**config.mk**
```make
export PLATFORM = sky130hd
export DESIGN_NAME = wb_burst_master
export DESIGN_NICKNAME = d
export VERILOG_FILES = /design/src/rtl/wb_burst_master.sv
export SDC_FILE = /design/constraint.sdc
export NUM_CORES = 1
export LEC_CHECK = 0
export ABC_AREA = 1
export CAP_MARGIN = 25
export CORE_MARGIN = 2
export CORE_UTILIZATION = 51
export DETAILED_ROUTE_END_ITERATION = 16
export PLACE_DENSITY_LB_ADDON = 0.12
export SLEW_MARGIN = 10
export SYNTH_ARGS = -nofsm -noshare
export SYNTH_HDL_FRONTEND = slang
export SYNTH_SLANG_ARGS = --single-unit
```
**constraint.sdc**
```tcl
create_clock -name clk -period 2.8 [get_ports clk]
set_input_delay 0.56 -clock clk [delete_from_list [all_inputs] [get_ports clk]]
set_output_delay 0.56 -clock clk [all_outputs]
set_load 0.1 [all_outputs]
```
**src/rtl/wb_burst_master.sv**
```systemverilog
// wb_burst_master
//   Turns one burst request (read or write, 1..MAX_BURST beats, incrementing
//   or fixed address) into a pipelined Wishbone cycle. It also collects the
//   read beats and reports completion or abort.
//
//   Ports
//     clk, rst             clock, synchronous active-high reset
//     req_*                request channel (valid/ready handshake)
//     wr_data / wr_pop     first-word-fall-through write data source
//     rd_data / rd_valid   read beats, one-cycle pulse per beat
//     done / err           end-of-burst pulse, err marks an abort
//     cyc_o .. dat_o       Wishbone pipelined master outputs
//     dat_i, ack_i,
//     stall_i, err_i       Wishbone slave responses
//
//   Sequencing: IDLE accepts a request. ISSUE strobes beats until all are
//   accepted. DRAIN waits for the remaining acks. Acks received during ISSUE
//   are counted as they arrive.
module wb_burst_master #(
  parameter  int AW        = 8,
  parameter  int DW        = 8,
  parameter  int MAX_BURST = 16,
  parameter  int TIMEOUT   = 255,
  localparam int LW        = $clog2(MAX_BURST) + 1
) (
  input  logic          clk,
  input  logic          rst,
  input  logic          req_valid,
  output logic          req_ready,
  input  logic          req_we,
  input  logic [AW-1:0] req_addr,
  input  logic [LW-1:0] req_len,
  input  logic          req_incr,
  input  logic [DW-1:0] wr_data,
  output logic          wr_pop,
  output logic [DW-1:0] rd_data,
  output logic          rd_valid,
  output logic          done,
  output logic          err,
  output logic          cyc_o,
  output logic          stb_o,
  output logic          we_o,
  output logic [AW-1:0] adr_o,
  output logic [DW-1:0] dat_o,
  input  logic [DW-1:0] dat_i,
  input  logic          ack_i,
  input  logic          stall_i,
  input  logic          err_i
);

  localparam int            TW       = $clog2(TIMEOUT + 1);
  localparam logic [LW-1:0] MAX_LEN  = LW'(MAX_BURST);
  localparam logic [TW-1:0] TMO_LAST = TW'(TIMEOUT - 1);

  typedef enum logic [1:0] {
    IDLE  = 2'd0,
    ISSUE = 2'd1,
    DRAIN = 2'd2
  } state_t;

  state_t        state_q, state_d;
  logic [LW-1:0] len_q, len_d;
  logic [LW-1:0] issued_q, issued_d;
  logic [LW-1:0] acked_q, acked_d;
  logic [LW-1:0] outst_q, outst_d;
  logic [TW-1:0] tmo_q, tmo_d;
  logic          incr_q, incr_d;

  logic          req_ready_d, cyc_d, stb_d, we_d;
  logic          rd_valid_d, done_d, err_d;
  logic [AW-1:0] adr_d;
  logic [DW-1:0] rd_data_d;

  logic          accept, ack_ok, abort;

  // A beat is taken when the registered strobe meets a low stall_i, and that
  // is only known within the cycle itself. The FWFT head must be consumed in
  // exactly that cycle, so the write data path is gated directly from
  // registered strobe/we and the live stall. While stalled, nothing pops, so
  // wr_data and dat_o hold on their own.
  assign accept = stb_o && !stall_i;
  // Acks are counted only while a beat is outstanding. This also ignores
  // stray acks after an abort or a reset.
  assign ack_ok = cyc_o && ack_i && (outst_q != '0);
  assign wr_pop = accept && we_o;
  assign dat_o  = (stb_o && we_o) ? wr_data : '0;

  always_comb begin
    // NOTE: every signal gets its hold/idle value first, so no path through
    // the case statement can leave one unassigned and infer a latch.
    state_d     = state_q;
    len_d       = len_q;
    issued_d    = issued_q;
    acked_d     = acked_q;
    outst_d     = outst_q;
    tmo_d       = tmo_q;
    incr_d      = incr_q;
    req_ready_d = req_ready;
    cyc_d       = cyc_o;
    stb_d       = stb_o;
    we_d        = we_o;
    adr_d       = adr_o;
    rd_data_d   = rd_data;
    rd_valid_d  = 1'b0;
    done_d      = 1'b0;
    err_d       = 1'b0;
    abort       = 1'b0;

    case (state_q)
      IDLE: begin
        req_ready_d = 1'b1;
        if (req_valid && req_ready) begin
          state_d     = ISSUE;
          req_ready_d = 1'b0;
          cyc_d       = 1'b1;
          stb_d       = 1'b1;
          we_d        = req_we;
          adr_d       = req_addr;
          incr_d      = req_incr;
          issued_d    = '0;
          acked_d     = '0;
          outst_d     = '0;
          tmo_d       = '0;
          if (req_len == '0)          len_d = LW'(1);
          else if (req_len > MAX_LEN) len_d = MAX_LEN;
          else                        len_d = req_len;
        end
      end

      ISSUE, DRAIN: begin
        if (accept) begin
          issued_d = issued_q + 1'b1;
          if (incr_q) adr_d = adr_o + 1'b1;  // wraps modulo 2^AW
          if (issued_q + 1'b1 == len_q) begin
            stb_d   = 1'b0;
            state_d = DRAIN;
          end
        end

        if (accept && !ack_ok)      outst_d = outst_q + 1'b1;
        else if (!accept && ack_ok) outst_d = outst_q - 1'b1;

        if (ack_ok) acked_d = acked_q + 1'b1;

        // An ack that coincides with err_i is part of the abort and carries
        // no data.
        if (ack_ok && !we_o && !err_i) begin
          rd_valid_d = 1'b1;
          rd_data_d  = dat_i;
        end

        tmo_d = (accept || ack_ok) ? '0 : tmo_q + 1'b1;
        abort = err_i || (!accept && !ack_ok && tmo_q == TMO_LAST);

        if (abort || (ack_ok && acked_q + 1'b1 == len_q)) begin
          state_d     = IDLE;
          req_ready_d = 1'b1;
          cyc_d       = 1'b0;
          stb_d       = 1'b0;
          we_d        = 1'b0;
          done_d      = 1'b1;
          err_d       = abort;
          issued_d    = '0;
          acked_d     = '0;
          outst_d     = '0;
          tmo_d       = '0;
        end
      end

      default: state_d = IDLE;
    endcase
  end

  always_ff @(posedge clk) begin
    // NOTE: state registers use non-blocking assignments, so every flop
    // samples the values that came out of the previous cycle.
    if (rst) begin
      state_q   <= IDLE;
      len_q     <= '0;
      issued_q  <= '0;
      acked_q   <= '0;
      outst_q   <= '0;
      tmo_q     <= '0;
      incr_q    <= 1'b0;
      req_ready <= 1'b0;
      cyc_o     <= 1'b0;
      stb_o     <= 1'b0;
      we_o      <= 1'b0;
      adr_o     <= '0;
      rd_data   <= '0;
      rd_valid  <= 1'b0;
      done      <= 1'b0;
      err       <= 1'b0;
    end else begin
      state_q   <= state_d;
      len_q     <= len_d;
      issued_q  <= issued_d;
      acked_q   <= acked_d;
      outst_q   <= outst_d;
      tmo_q     <= tmo_d;
      incr_q    <= incr_d;
      req_ready <= req_ready_d;
      cyc_o     <= cyc_d;
      stb_o     <= stb_d;
      we_o      <= we_d;
      adr_o     <= adr_d;
      rd_data   <= rd_data_d;
      rd_valid  <= rd_valid_d;
      done      <= done_d;
      err       <= err_d;
    end
  end

endmodule

```
=== Word level (Yosys, flattened, before mapping) ===
Index checks and enable logic that the tools add are counted.

* Register bits after elaboration: 54
* Input port bits: 37
* Output and inout bits: 32
* Word-level logic and storage cells: 118

* Add/sub/neg operators: 6
* Order comparisons: 1
* Equal/unequal tests: 13
* Muxes and demuxes: 41
* Bitwise operators: 2
* Reduce and logical (&&, ||, !) cells: 39

{| class="wikitable"
|+ Operators with widths
! kind !! number
|-
| 8-bit two-way mux || 7
|-
| 5-bit two-way mux || 10
|-
| 8-bit case mux with 2 select lines || 2
|-
| 5-bit case mux with 2 select lines || 3
|-
| 8-bit by 1-bit adder with 8-bit output, second input constant || 2
|-
| 5-bit by 1-bit adder with 5-bit output, second input constant || 3
|-
| 3-bit AND reduction || 5
|-
| 1-bit logical AND || 13
|-
| 5-bit equality test || 2
|-
| 1-bit two-way mux || 10
|-
| 3-bit != test, second input constant || 3
|-
| 8-bit equality test, second input constant || 1
|-
| 2-bit two-way mux || 4
|-
| 2-bit != test, second input constant || 4
|-
| 1-bit case mux with 2 select lines || 4
|-
| 2-bit AND reduction || 4
|-
| 4-bit AND reduction || 2
|-
| 5-bit greater-than comparator, second input constant || 1
|-
| 1-bit logical NOT || 5
|-
| 5-bit logical NOT || 1
|-
| 5-bit nonzero test || 1
|-
| 5-bit by 1-bit subtractor with 5-bit output, second input constant || 1
|-
| 4-bit != test, second input constant || 1
|-
| 2-bit case mux with 2 select lines || 1
|-
| other kinds (8) || 12
|}

=== Logic depth before layout (Yosys ltp) ===
* Depth in word-level cells: 9
* Depth in mapped cells: 13
* Depth with buffers taken out: 13

=== Least setup slack after synthesis ===
Ideal clock, no wire load.

* Path kind: register to output
* Start: reg we_o
* End: out dat_o[0]
* Data arrival time: 2.678 ns
* Required time: 2.240 ns
* Path slack: -0.438 ns
* Stages on the path, launching flop included: 3
* Buffers on the path: 0
* Cell sequence: dfxtp_1 > nand2_1 > nor2_1

* Cells in the longest elaborated chain, start to end: 2

{| class="wikitable"
|+ Ends and longest elaborated chain
! element !! RTL line !! RTL
|-
| start: declaration || 42 || <nowiki>output logic we_o,</nowiki>
|-
| start signal: assignment || 205 || <nowiki>we_o <= we_d;</nowiki>
|-
| 1-bit logical AND || 86 || <nowiki>assign dat_o = (stb_o && we_o) ? wr_data : '0;</nowiki>
|-
| 8-bit two-way mux || 86 ||
|-
| end: declaration || 44 || <nowiki>output logic [DW-1:0] dat_o,</nowiki>
|}

No other way between the ends.

=== Worst setup path after layout ===
* Start: in ack_i
* End: reg outst_q[4]

* Cells in the longest elaborated chain, start to end: 9
* Elaborated cells on any way between the ends: 15
* Classes of those cells: 1 x eq/ne; 3 x mux; 11 x reduce/logical

{| class="wikitable"
|+ Ends and longest elaborated chain
! element !! RTL line !! RTL
|-
| start: declaration || 46 || <nowiki>input logic ack_i,</nowiki>
|-
| 1-bit logical AND * (2 in series) || 84 || <nowiki>assign ack_ok = cyc_o && ack_i && (outst_q != '0);</nowiki>
|-
| 1-bit logical NOT || 140, 153 ||
|-
| 1-bit logical AND (2 in series) || 153 || <nowiki>abort = err_i || (!accept && !ack_ok && tmo_q == TMO_LAST);</nowiki>
|-
| 1-bit logical OR || 153 ||
|-
| 1-bit logical OR || 155 || <nowiki>if (abort || (ack_ok && acked_q + 1'b1 == len_q)) begin</nowiki>
|-
| 4-bit != test (no source line) / 5-bit two-way mux (equally long branches) || -- ||
|-
| 3-bit AND reduction (no source line) / 5-bit case mux with 2 select lines (equally long branches) || -- ||
|-
| end signal: assignment || 199 || <nowiki>outst_q <= outst_d;</nowiki>
|-
| end: declaration || 65 || <nowiki>logic [LW-1:0] outst_q, outst_d;</nowiki>
|}

Mark *: on every way between the ends. The rest lies on a longest branch, timed or not.
A chain may end at the register's enable or synchronous reset.

==> flow_summary.toml <==
[status]
status = "completed"

[final_layout]
drive_above_1_share = 0.1434
synthToLayoutAreaGrowth_pct = 29.06
finalInstanceArea_sq_um = 4006
n_antenna_cell = 0
final_cell_mix = "nand2_1 (98), nor2_1 (61), dfxtp_1 (54)"
final_cells = 598
final_common_cell = "nand2_1"
nets = 573
fill_cells = 531
post-route-util = 0.6807

[die]
io_pins = 69
initial_core_util = 0.5274
core_area_sq_um = 5886
die_area_sq_um = 6726
fp.dieH_microns = 82.02
chipWidth_microns = 82.02
rows = 28

[timing]
max_freq_mhz = 415.2
period_share = 0.8601
worst_slack_ps = 391.6
setup_violations = 0
tightest_slew_ps = 544.3
max-slew-margin-rel = 0.6367
rsz0062_at_grt = "false"
hold_viol_final = 0
hold_ws_ps = 475.5
period_needed_ps = 2408
finClkSkew_ps = 7.393
slew_viol_final = 0

[detailed_routing]
dr.pass1.iters = 4
vias = 3147
drt.antenna.violating_nets = 0
routed_via_density = 5.263
drc = 0
wl_microns = 7643
dr.first_iter.drc_count = 188
wire_per_inst_microns = 12.78

[logic_synthesis]
yosys.area.top_type_share = 0.3482
synth.distinct_cells = 41
synth_edf_count = 0
synthTopCellsByArea = "dfxtp_1 (35%), nand2_1 (12%), nor2_1 (7.4%)"
async_flop_share = 0
synth-seq-cells = 54
syn_avg_cell_area_sq_um = 6.838
syn_inst = 454
syn-cell-area_sq_um = 3104
synthFlopType = "dfxtp_1"
yosysSeqAreaShare = 0.3482
yosys.area.top_type = "dfxtp_1"
synth.net_count = 505
ys.warnings.count = 0

[clock_tree]
cts_tree = "built"
cts-resized-gates = 0
clock_latency_ps = 310
ctsHoldBuffers = 0
clockBufferDepth = 2
h-tree-depth = 2
clk_pin_slew_ps = 100
postCtsSetupBuffers = 0
cts_buffers = 5
numClockSinks = 54
clockRootBuffer = "clkbuf_8"

[global_routing]
grt_pass1_wl_microns = 12740
grt_max_degree = 22
grt_overflow = 0
grt_pass1_vias = 2886
antenna_found_initial = 0
grt_usage = 0.2377

[power_and_ir_drop]
ir_drop_mv = 0.3597
p_leak_nw = 1.664
p_per_area_nw_per_um2 = 500.1

[placement]
place_ws_ps = 103.7
place_area_sq_um = 3897
io_buffers = 68
hpwl_microns = 5703
gp_congestion = 0.8377
post-place-cells = 590

[critical_path]
start_kind = "input port"
critPathArrivalTime_ps = 2660
cp_data_required_time_ps = 3050
crit_fanout = 5
critPathKind = "input port to flop"
end_kind = "flop"

[run]
cap_violations = 0

[worst_hold_path]
hp-class = "flop to flop"
-- layer usage --
metal | share of wire | GRT usage
met1 | 0.46 | 0.3039
met2 | 0.47 | 0.4179
met3 | 0.054 | 0.04835
met4 | 0.011 | 0.04000
met5 | 0 | 0
-- cell type report --
class	instances	area, sq um	area share
multi-input cells	330	1747	0.4360
flip-flops and latches	54	1081	0.2698
repair buffers	75	765.7	0.1911
inverters	56	210.2	0.05247
well taps	75	93.84	0.02342
clock buffers	5	68.82	0.01718
clock inverters	3	40.04	0.009994
-- path summary, 6_finish.rpt --
path	cells past startpoint	startpoint	slack (ps)	endpoint
worst max-delay path	13	ack_i	390	outst_q[4]
worst min register to register	2	rd_data[1]	480	rd_data[1]
worst max register to register	12	outst_q[0]	520	outst_q[4]
worst min-delay path	2	rd_data[1]	480	rd_data[1]
-- sequential cells by signal, indices dropped and copies added (netlist names), 2 cells and up --
register / count
adr_o: 8
rd_data: 8
tmo_q: 8
acked_q: 5
issued_q: 5
len_q: 5
outst_q: 5
state_q: 2
-- cells in the mapped netlist, types with 3 or more instances --
library cell and number:
a21oi_1 39, dfxtp_1 54, buf_2 5, clkbuf_1 6, xor2_1 4, o21ai_0 16
inv_2 3, a21oi_2 3, nand3_1 36, nand2_1 98, nand2_2 8, nand4_1 15
nor3_1 3, a31oi_1 3, inv_1 53, nor2_1 61, ha_1 13
-- cell families (layout without fill, tap and decap cells) --
| kind of cell | after synthesis | after routing | synth area share |
|---|---|---|---|
| xor gates and xnor gates | 6 | 6 | 0.01693 |
| buffers and inverters | 70 | 139 | 0.08907 |
| adders and majority gates | 14 | 14 | 0.05885 |
| and+or+nand+nor | 236 | 236 | 0.3507 |
| DFF | 54 | 54 | 0.3482 |
| AOI/OAI and AO/OA | 74 | 74 | 0.1362 |
-- power by group --
part | internal (mW) | total [mW] | switching (mW)
clock | 0.264 | 0.529 | 0.265
combinational | 0.186 | 0.614 | 0.429
sequential | 0.812 | 0.860 | 0.0478
-- per-stage QoR --
stage | total power [mW] | setup TNS [ps]
floorplan | 1.317 | -3946
global placement | 1.476 | 0
detailed placement | 1.489 | 0
CTS | 2.014 | 0
global route | 2.101 | 0
finish | 2.004 | 0
-- worst max-delay path, stage by stage --
cell and delay (ps):
clkdlybuf4s50_1 400, nand2_1 70, inv_1 50, nand2_1 160, ha_1 210, inv_1 120
fa_1 420, nand2_1 90, nand2_1 50, a21oi_1 140, xor2_1 160, nand2_1 90
a21oi_2 140
No activity file was read; power rests on OpenSTA's default activity.
